`src/rtl/rr_mux8_if.sv`:
```
// rr_mux8_if: eight-channel req/ack input bundle and valid/ready output bundle.
// The master modport is the requester/consumer side; slave is the rr_mux8 side.
interface rr_mux8_if #(
    parameter int WIDTH = 8
);
    logic [7:0]         in_req;
    logic [8*WIDTH-1:0] in_data;
    logic [7:0]         in_ack;
    logic               out_valid;
    logic               out_ready;
    logic [WIDTH-1:0]   out_data;
    logic [2:0]         out_addr;

    modport master (
        output in_req,
        output in_data,
        output out_ready,
        input  in_ack,
        input  out_valid,
        input  out_data,
        input  out_addr
    );

    modport slave (
        input  in_req,
        input  in_data,
        input  out_ready,
        output in_ack,
        output out_valid,
        output out_data,
        output out_addr
    );
endinterface

```
`src/rtl/rr_mux8.sv`:
```
// rr_mux8: eight-channel round-robin multiplexer feeding a one-word registered output stage.
// Build option RR_MUX8_FIXED_PRIO_EN: lowest requesting index always wins, no rotating pointer.
module rr_mux8 #(
    parameter int WIDTH = 8
) (
    input  logic     clk,
    input  logic     rst_n,
    rr_mux8_if.slave bus
);
    logic             out_valid_q;
    logic             out_valid_d;
    logic [WIDTH-1:0] out_data_q;
    logic [WIDTH-1:0] out_data_d;
    logic [2:0]       out_addr_q;
    logic [2:0]       out_addr_d;
    logic [2:0]       idx_s;
    logic [2:0]       win_s;
    logic             found_s;
    logic             load_s;
    logic [7:0]       in_ack_s;
`ifndef RR_MUX8_FIXED_PRIO_EN
    logic [2:0]       ptr_q;
    logic [2:0]       ptr_d;
`endif

    // Grant search: first requester after the last winner, or lowest index in fixed mode.
    always_comb begin
        idx_s   = 3'd0;
        win_s   = 3'd0;
        found_s = 1'b0;
        for (int k = 0; k < 8; k++) begin
`ifdef RR_MUX8_FIXED_PRIO_EN
            idx_s = 3'(k);
`else
            idx_s = ptr_q + 3'(k + 1);
`endif
            if ((found_s == 1'b0) && (bus.in_req[idx_s] == 1'b1)) begin
                win_s   = idx_s;
                found_s = 1'b1;
            end else begin
                win_s   = win_s;
            end
        end
    end

    assign load_s = ((~out_valid_q) | bus.out_ready) & found_s;

    // Ack is purely a function of req, stage occupancy, ready and pointer; never of in_data.
    always_comb begin
        in_ack_s = 8'h00;
        if ((load_s == 1'b1) && (rst_n == 1'b1)) begin
            in_ack_s[win_s] = 1'b1;
        end else begin
            in_ack_s = 8'h00;
        end
    end

    // Output stage next state: load replaces, drain clears valid, otherwise hold.
    always_comb begin
        out_valid_d = out_valid_q;
        out_data_d  = out_data_q;
        out_addr_d  = out_addr_q;
`ifndef RR_MUX8_FIXED_PRIO_EN
        ptr_d       = ptr_q;
`endif
        if (load_s == 1'b1) begin
            out_valid_d = 1'b1;
            out_data_d  = bus.in_data[win_s*WIDTH +: WIDTH];
            out_addr_d  = win_s;
`ifndef RR_MUX8_FIXED_PRIO_EN
            ptr_d       = win_s;
`endif
        end else if ((out_valid_q == 1'b1) && (bus.out_ready == 1'b1)) begin
            out_valid_d = 1'b0;
        end else begin
            out_valid_d = out_valid_q;
        end
    end

    // State registers; ptr resets to 7 so channel 0 is searched first.
    always_ff @(posedge clk or negedge rst_n) begin
        if (!rst_n) begin
            out_valid_q <= 1'b0;
            out_data_q  <= '0;
            out_addr_q  <= 3'd0;
`ifndef RR_MUX8_FIXED_PRIO_EN
            ptr_q       <= 3'd7;
`endif
        end else begin
            out_valid_q <= out_valid_d;
            out_data_q  <= out_data_d;
            out_addr_q  <= out_addr_d;
`ifndef RR_MUX8_FIXED_PRIO_EN
            ptr_q       <= ptr_d;
`endif
        end
    end

    assign bus.in_ack    = in_ack_s;
    assign bus.out_valid = out_valid_q;
    assign bus.out_data  = out_data_q;
    assign bus.out_addr  = out_addr_q;
endmodule

```
`src/flat_wrapper.sv`:
```
// flat-port wrapper written by rule: the top's interface ports become plain ports
module rr_mux8_flat 
#(
    parameter int WIDTH = 8
)
  (clk, rst_n, bus_in_req, bus_in_data, bus_out_ready, bus_in_ack, bus_out_valid, bus_out_data, bus_out_addr);
  rr_mux8_if #(.WIDTH(WIDTH)) bus_i ();
  input  logic clk;
  input  logic rst_n;
  input wire logic [$bits(bus_i.in_req)-1:0] bus_in_req;
  input wire logic [$bits(bus_i.in_data)-1:0] bus_in_data;
  input wire logic [$bits(bus_i.out_ready)-1:0] bus_out_ready;
  output wire logic [$bits(bus_i.in_ack)-1:0] bus_in_ack;
  output wire logic [$bits(bus_i.out_valid)-1:0] bus_out_valid;
  output wire logic [$bits(bus_i.out_data)-1:0] bus_out_data;
  output wire logic [$bits(bus_i.out_addr)-1:0] bus_out_addr;
  assign bus_i.in_req = bus_in_req;
  assign bus_i.in_data = bus_in_data;
  assign bus_i.out_ready = bus_out_ready;
  assign bus_in_ack = bus_i.in_ack;
  assign bus_out_valid = bus_i.out_valid;
  assign bus_out_data = bus_i.out_data;
  assign bus_out_addr = bus_i.out_addr;
  rr_mux8 #(.WIDTH(WIDTH)) u_core (.clk(clk), .rst_n(rst_n), .bus(bus_i));
endmodule
```
`config.mk`:
```
export PLATFORM = sky130hd
export DESIGN_NAME = rr_mux8_flat
export DESIGN_NICKNAME = d
export VERILOG_FILES = /design/src/rtl/rr_mux8_if.sv /design/src/rtl/rr_mux8.sv /design/src/flat_wrapper.sv
export SDC_FILE = /design/constraint.sdc
export NUM_CORES = 1
export LEC_CHECK = 0
export ABC_AREA = 1
export BUFFER_PORTS_ARGS = -buffer_cell sky130_fd_sc_hd__buf_2
export CAP_MARGIN = 30
export CORE_UTILIZATION = 45
export DETAILED_ROUTE_END_ITERATION = 16
export PLACE_DENSITY = 0.83
export SKIP_CTS_REPAIR_TIMING = 1
export SLEW_MARGIN = 10
export SYNTH_ARGS = -nofsm -noshare
export SYNTH_HDL_FRONTEND = slang
export SYNTH_SLANG_ARGS = --single-unit
export TNS_END_PERCENT = 100
```
`constraint.sdc`:
```
create_clock -name clk -period 3.7 [get_ports clk]
set_clock_uncertainty 0.05 [all_clocks]
set_input_delay 0.37 -clock clk [delete_from_list [all_inputs] [get_ports clk]]
set_output_delay 0.37 -clock clk [all_outputs]
set_load 0.005 [all_outputs]
```
==> results_dict.tcl, run 1 <==
set metrics [dict create \
    clkSinkCount 15 \
    seq_area_frac_synth 0.188 \
    critical_path.cell_chain "inv_2, ha_2, inv_4, nand3_1, nand3_1, nand2_2, nor2_8, nand4_4, nor2_4, nand3_1, nand3_4, nand2_8, inv_6, nand2_1, nor2_1, buf_2" \
    ys_seq_elements 15 \
    worst_endpoint_required_time_ps 3280 \
    drive_above_1_share 0.288 \
    tightest_slew_ps 636 \
    netlist_area_before_placement_mm2 0.00202 \
    setup_total_negative_slack_ps 0 \
    period_share 0.944 \
    io_pins 95 \
    drt_iter0_drc 217 \
    drt_first_pass_iters 5 \
    flow.area_growth_from_synthesis_pct 30.0 \
    fin_area_mm2 0.00262 \
    synthDistinctLibCells 29 \
    timing.critical_path.arrival_ps 3070 \
    hpwlAfterDp_mm 4.85 \
    gpl_congestion 0.918 \
    synth_edf_count 0 \
    effective_utilization_at_floorplan 0.487 \
    die_h_um 69.0 \
    min-delay-path-class "in2reg" \
    post_dr_wirelength_cell_um 12.1 \
    globalRouteTotalUtil 0.248 \
    cp_max_fo 19 \
    crit_slowest_cell "dfstp_2" \
    mostFrequentLayoutCells "174 x nand2_1, 94 x buf_2, 61 x nand3_1, 46 x nor2_1, 21 x inv_1" \
    pin_count_of_the_biggest_net_entering_global_routing 25 \
    route.antenna.remaining_nets 0 \
    count_of_yosys_warnings_during_synthesis 0 \
    outcome "finished, final reports clean" \
    utilization 0.633 \
    clock_latency_ps 250 \
    nNetsFinal 547 \
    multiInputGateArea_mm2 0.00146 \
    syn-num-nets 448 \
    final_common_cell "nand2_1" \
    std_cell_rows 23 \
    timing.reg2reg.worst_path_depth 20 \
    timing.critical_path.slowest_cell_delay_ps 580 \
    synth_largest_area_cell "nand2_1" \
    max_cap_viol 0 \
    htree_num_levels 1 \
    timing.reg2reg.setup_slack_ps 440 \
    slew-limit-headroom 0.575 \
    fin_crit_ps 3490 \
    area.sequential_um2 379 \
    final_hold_viol_count 0 \
    cp_common_cell "nand3_1" \
    drc 0 \
    fmax_ghz 0.286 \
    placeableCoreArea_mm2 0.00414 \
    grt_pass1_vias 2092 \
    dr_vias 2694 \
    cts_tree "yes" \
    detail_route.vias_per_cell 5.19 \
    drv_slew 0 \
    critPathLaunchType "register" \
    share_of_yosys_cell_area_claimed_by_the_top_area_cell_type 0.324 \
    cts-root-buf "clkbuf_8" \
    postPlaceCellArea_mm2 0.00250 \
    count_of_input_and_output_buffers 94 \
    setup.worst_path.end_class "output port" \
    grt_pass1_wl_mm 9.03 \
    die_w_um 69.0 \
    timing_worst_setup_path_type "reg2out" \
    clock_tree.buffer_depth 2 \
    antenna_found_initial 0 \
    synthesis.area_per_instance_um2 5.44 \
    ys.flop_type "dfrtp_1" \
    ys_async_sr_fraction 1.00 \
    syn-instance-count 371 \
    worst_hold_path.num_cells 4 \
    layout.filler_cells 385 \
    cts_made_buffers 3 \
    detail_route.wirelength_mm 6.26 \
    global_route.overflow_total 0 \
    finalSetupViolations 0 \
    antenna-diode-count 0 \
    yosys-top-cells-area "nand2_1 32%, nand3_1 15%, dfrtp_1 15%, nor2_1 8.7%, inv_1 4.1%" \
    reg_clk_slew_reported_paths_ps 60 \
    design.die.area_mm2 0.00476 \
]
## worst paths after layout
kind	startpoint	to
min in group asynchronous	rst_n	u_core.bus.out_valid
worst min register to register	u_core.bus.out_addr[0]	u_core.bus.out_addr[0]
worst max register to register	u_core.ptr_q[0]	u_core.bus.out_data[0]
worst min-delay path	bus_out_ready	u_core.bus.out_valid
max in group asynchronous	rst_n	u_core.ptr_q[0]
worst max-delay path	u_core.ptr_q[0]	bus_in_ack[3]
## cells by family (layout without fill, tap and decap cells)
family / after synthesis / count (layout) / share of synthesized area
AOI/OAI and AO/OA: 7 / 7 / 0.0186
and+or+nand+nor: 306 / 306 / 0.668
xor gates and xnor gates: 3 / 3 / 0.0130
adders and majority gates: 2 / 2 / 0.0124
buffers and inverters: 38 / 136 / 0.0998
DFF: 15 / 15 / 0.188
## per-layer routing
layer | vias up | global-route usage | share of wire
met2 | 110 | 0.394 | 0.48
met3 | 11 | 0.0280 | 0.060
li1 | 1366 | - | -
met5 | - | 0 | 0
met4 | 0 | 0.0612 | 0.013
met1 | 1207 | 0.353 | 0.45
## critical path, delay by kind of cell (launching register included)
family                     cells  cell delay (ps)
buffers and inverters          4              460
adders and majority gates      1              350
DFF                            1              580
and+or+nand+nor               11             1410
## area by class of cell
type | instances | share of cell area
Sequential cell | 15 | 0.144
Clock buffer | 3 | 0.0157
Inverter | 25 | 0.0386
Clock inverter | 1 | 0.00191
Timing Repair Buffer | 107 | 0.217
Tap cell | 50 | 0.0238
Multi-Input combinational cell | 318 | 0.558
## per-stage QoR
| stage | instances | worst slack, ps | hold slack, ps |
|---|---|---|---|
| 3_5_place_dp | 509 | 151 | 242 |
| 5_1_grt | 519 | -17.1 | 383 |
| 2_1_floorplan | 371 | 564 | 24.4 |
| 6_report | 519 | 208 | 333 |
| 3_3_place_gp | 509 | 266 | 244 |
| 4_1_cts | 513 | -130 | -26.0 |
## synth_stat cells (2+ instances only)
cell        n
inv_1      22
buf_4       5
dfrtp_1    12
clkbuf_1    2
nor2_1     47
nand3_2     3
dfstp_2     3
nand2_2     4
xor2_1      2
nand4_1     6
buf_6       5
o21ai_0     5
nor2_2      4
nand2_1   174
ha_1        2
inv_2       2
nand3_1    61
## state kept, by name, summed over array words and instances (netlist names)
name and cells:
u_core.bus.out_addr 3, u_core.bus.out_data 8, u_core.bus.out_valid 1, u_core.ptr_q 3
Power of run 1 is left out: the tool's default activity adds up to more than one toggle a clock period on the data nets, which glitch-free logic cannot reach.
==> inputs of run 2 (changes only) <==
==> constraint.sdc (replaced) <==
create_clock -name clk -period 3.7 [get_ports clk]
set_clock_uncertainty 0.05 [all_clocks]
set_input_delay 0.925 -clock clk [delete_from_list [all_inputs] [get_ports clk]]
set_output_delay 0.925 -clock clk [all_outputs]
set_load 0.005 [all_outputs]
==> run 2 against run 1 <==
Compared with the run above:
- the run now ends with negative setup slack left
- die area unchanged
- worst hold slack better by 100 ps
- via count up 3.5%
- cell count up 2.5%
- maximum frequency decreased by 7.9%
- cell area increased by 8.2%
- sequential share of layout area decreased by 1.1 points
- routed wire length is 9.2% higher
- sequential cell count unchanged
- critical path depth is 1 lower
- count of clock-buffer cells in the layout stayed put
- largest cell class unchanged
- utilization increased by 5.2 points
- critical endpoint is now bus_in_ack[6]
==> results_dict.tcl, run 2 (synthesis results as in run 1) <==
set metrics [dict create \
    outcome "complete, but fails checks" \
    violations "negative setup slack" \
    drt_iter0_drc 308 \
    timing.reg2reg.worst_path_depth 17 \
    drv_slew 0 \
    critPathBufInv 4 \
    io_pins 95 \
    postPlaceCellArea_mm2 0.00256 \
    route.antenna.remaining_nets 0 \
    critical_path.cell_chain "inv_2, ha_4, nand3_1, nand3_2, nand2_4, nor2_8, nand4_4, nor2_4, nand4_1, inv_2, nor2_2, nor2_2, inv_2, nor2_2, buf_2" \
    tightest_slew_ps 625 \
    global_route.overflow_total 0 \
    drc 0 \
    crit_slowest_cell "dfstp_2" \
    pin_count_of_the_biggest_net_entering_global_routing 31 \
    final_hold_viol_count 0 \
    clkSinkCount 15 \
    max_cap_viol 0 \
    timing.critical_path.arrival_ps 2820 \
    hold-worst-slack_ps 432 \
    placeableCoreArea_mm2 0.00414 \
    drive_above_1_share 0.361 \
    grt_pass1_vias 2099 \
    flow.area_growth_from_synthesis_pct 40.7 \
    drt_first_pass_iters 6 \
    critPathLaunchType "register" \
    design.die.area_mm2 0.00476 \
    setup_slack_ps -93.0 \
    final-instance-count-excl-fill 532 \
    min-delay-path-class "reg2reg" \
    cts_made_buffers 3 \
    grt.met3_usage 0.00987 \
    worst_hold_path.num_cells 2 \
    detail_route.vias_per_cell 5.24 \
    timing.critical_path.slowest_cell_delay_ps 560 \
    grt_pass1_wl_mm 9.62 \
    cts-root-buf "clkbuf_8" \
    clock_tree.buffer_depth 2 \
    grt.met2_usage 0.422 \
    fin_area_mm2 0.00284 \
    slew-limit-headroom 0.583 \
    detail_route.wirelength_mm 6.84 \
    reg_clk_slew_reported_paths_ps 60 \
    globalRouteTotalUtil 0.268 \
    timing_worst_setup_path_type "reg2out" \
    fin_crit_ps 3790 \
    cp_max_fo 7 \
    gpl_congestion 0.937 \
    max_ffs_per_register 8 \
    die_w_um 69.0 \
    die_h_um 69.0 \
    setup_repair_after_global_routing_missed_its_margin "true" \
    finalSetupViolations 8 \
    effective_utilization_at_floorplan 0.487 \
    htree_num_levels 1 \
    antenna_found_initial 0 \
    hpwlAfterDp_mm 4.95 \
    nNetsFinal 560 \
    timing.reg2reg.setup_slack_ps 580 \
    numPlacedInstances 518 \
    dpl_worst_slack_ps 83.8 \
    critPathTopFamily "simple AND/OR/NAND/NOR gates" \
    period_share 1.03 \
    setup.worst_path.end_class "output port" \
    clock_latency_ps 250 \
    final_common_cell "nand2_1" \
    post_dr_wirelength_cell_um 12.9 \
    antenna-diode-count 0 \
    fmax_ghz 0.264 \
    mostFrequentLayoutCells "170 x nand2_1, 94 x buf_2, 52 x nand3_1, 41 x nor2_1, 23 x buf_4" \
    globalRoute.busiestLayer "met2" \
    count_of_input_and_output_buffers 94 \
    std_cell_rows 23 \
    worst_endpoint_required_time_ps 2720 \
    layout.filler_cells 368 \
    cts_tree "yes" \
    dr_vias 2789 \
    met1_track_demand_over_resource_in_global_routing 0.391 \
    timing.critical_path.depth 15 \
]
[run 2: cell count changes in the layout (fill, tap and decap cells not counted), sizes merged]
cell         change
clkinv           +1
buf             +14
inv              -1
dlygate4sd3      -1
[run 2: metrics by stage]
stage / setup TNS (ps) / utilization
final: -460 / 0.685
after global routing: -1890 / 0.685
after CTS: -1200 / 0.630
after detailed placement: 0 / 0.619
after global placement: 0 / 0.619
after floorplan: 0 / -
[run 2: path summary, 6_finish.rpt]
check,startpoint,to
worst max-delay path,u_core.ptr_q[1],bus_in_ack[6]
worst max register to register,u_core.ptr_q[1],u_core.bus.out_data[4]
worst min-delay path,u_core.bus.out_addr[0],u_core.bus.out_addr[0]
worst min register to register,u_core.bus.out_addr[0],u_core.bus.out_addr[0]
max in group asynchronous,rst_n,u_core.ptr_q[2]
min in group asynchronous,rst_n,u_core.bus.out_addr[1]
[run 2: metal layers]
layer | vias to the layer above | share of wire
met5 | - | 0
met1 | 1227 | 0.41
met4 | 0 | 0.030
met2 | 140 | 0.49
met3 | 27 | 0.074
li1 | 1395 | -
[run 2: worst register-to-register path: stages (launching register included)]
cell	delay (ps)
dfstp_2	560
inv_2	60
ha_4	290
nand3_1	140
nand3_2	140
nand2_4	80
nor2_8	120
nand4_4	150
nor2_4	230
nand4_1	140
nand3_1	230
nor2_2	80
buf_4	130
buf_4	150
nand2_1	60
nand3_1	130
nor2_1	170
nor2_1	70
[run 2: area by class of cell]
| class | instances | area, um2 | share of cell area |
|---|---|---|---|
| Clock buffer | 3 | 41.3 | 0.0145 |
| Timing Repair Buffer | 120 | 681 | 0.240 |
| Clock inverter | 1 | 5.00 | 0.00176 |
| Sequential cell | 15 | 379 | 0.133 |
| Tap cell | 50 | 62.6 | 0.0220 |
| Multi-Input combinational cell | 318 | 1570 | 0.554 |
| Inverter | 25 | 97.6 | 0.0344 |
Power of run 2 is left out for the same reason.
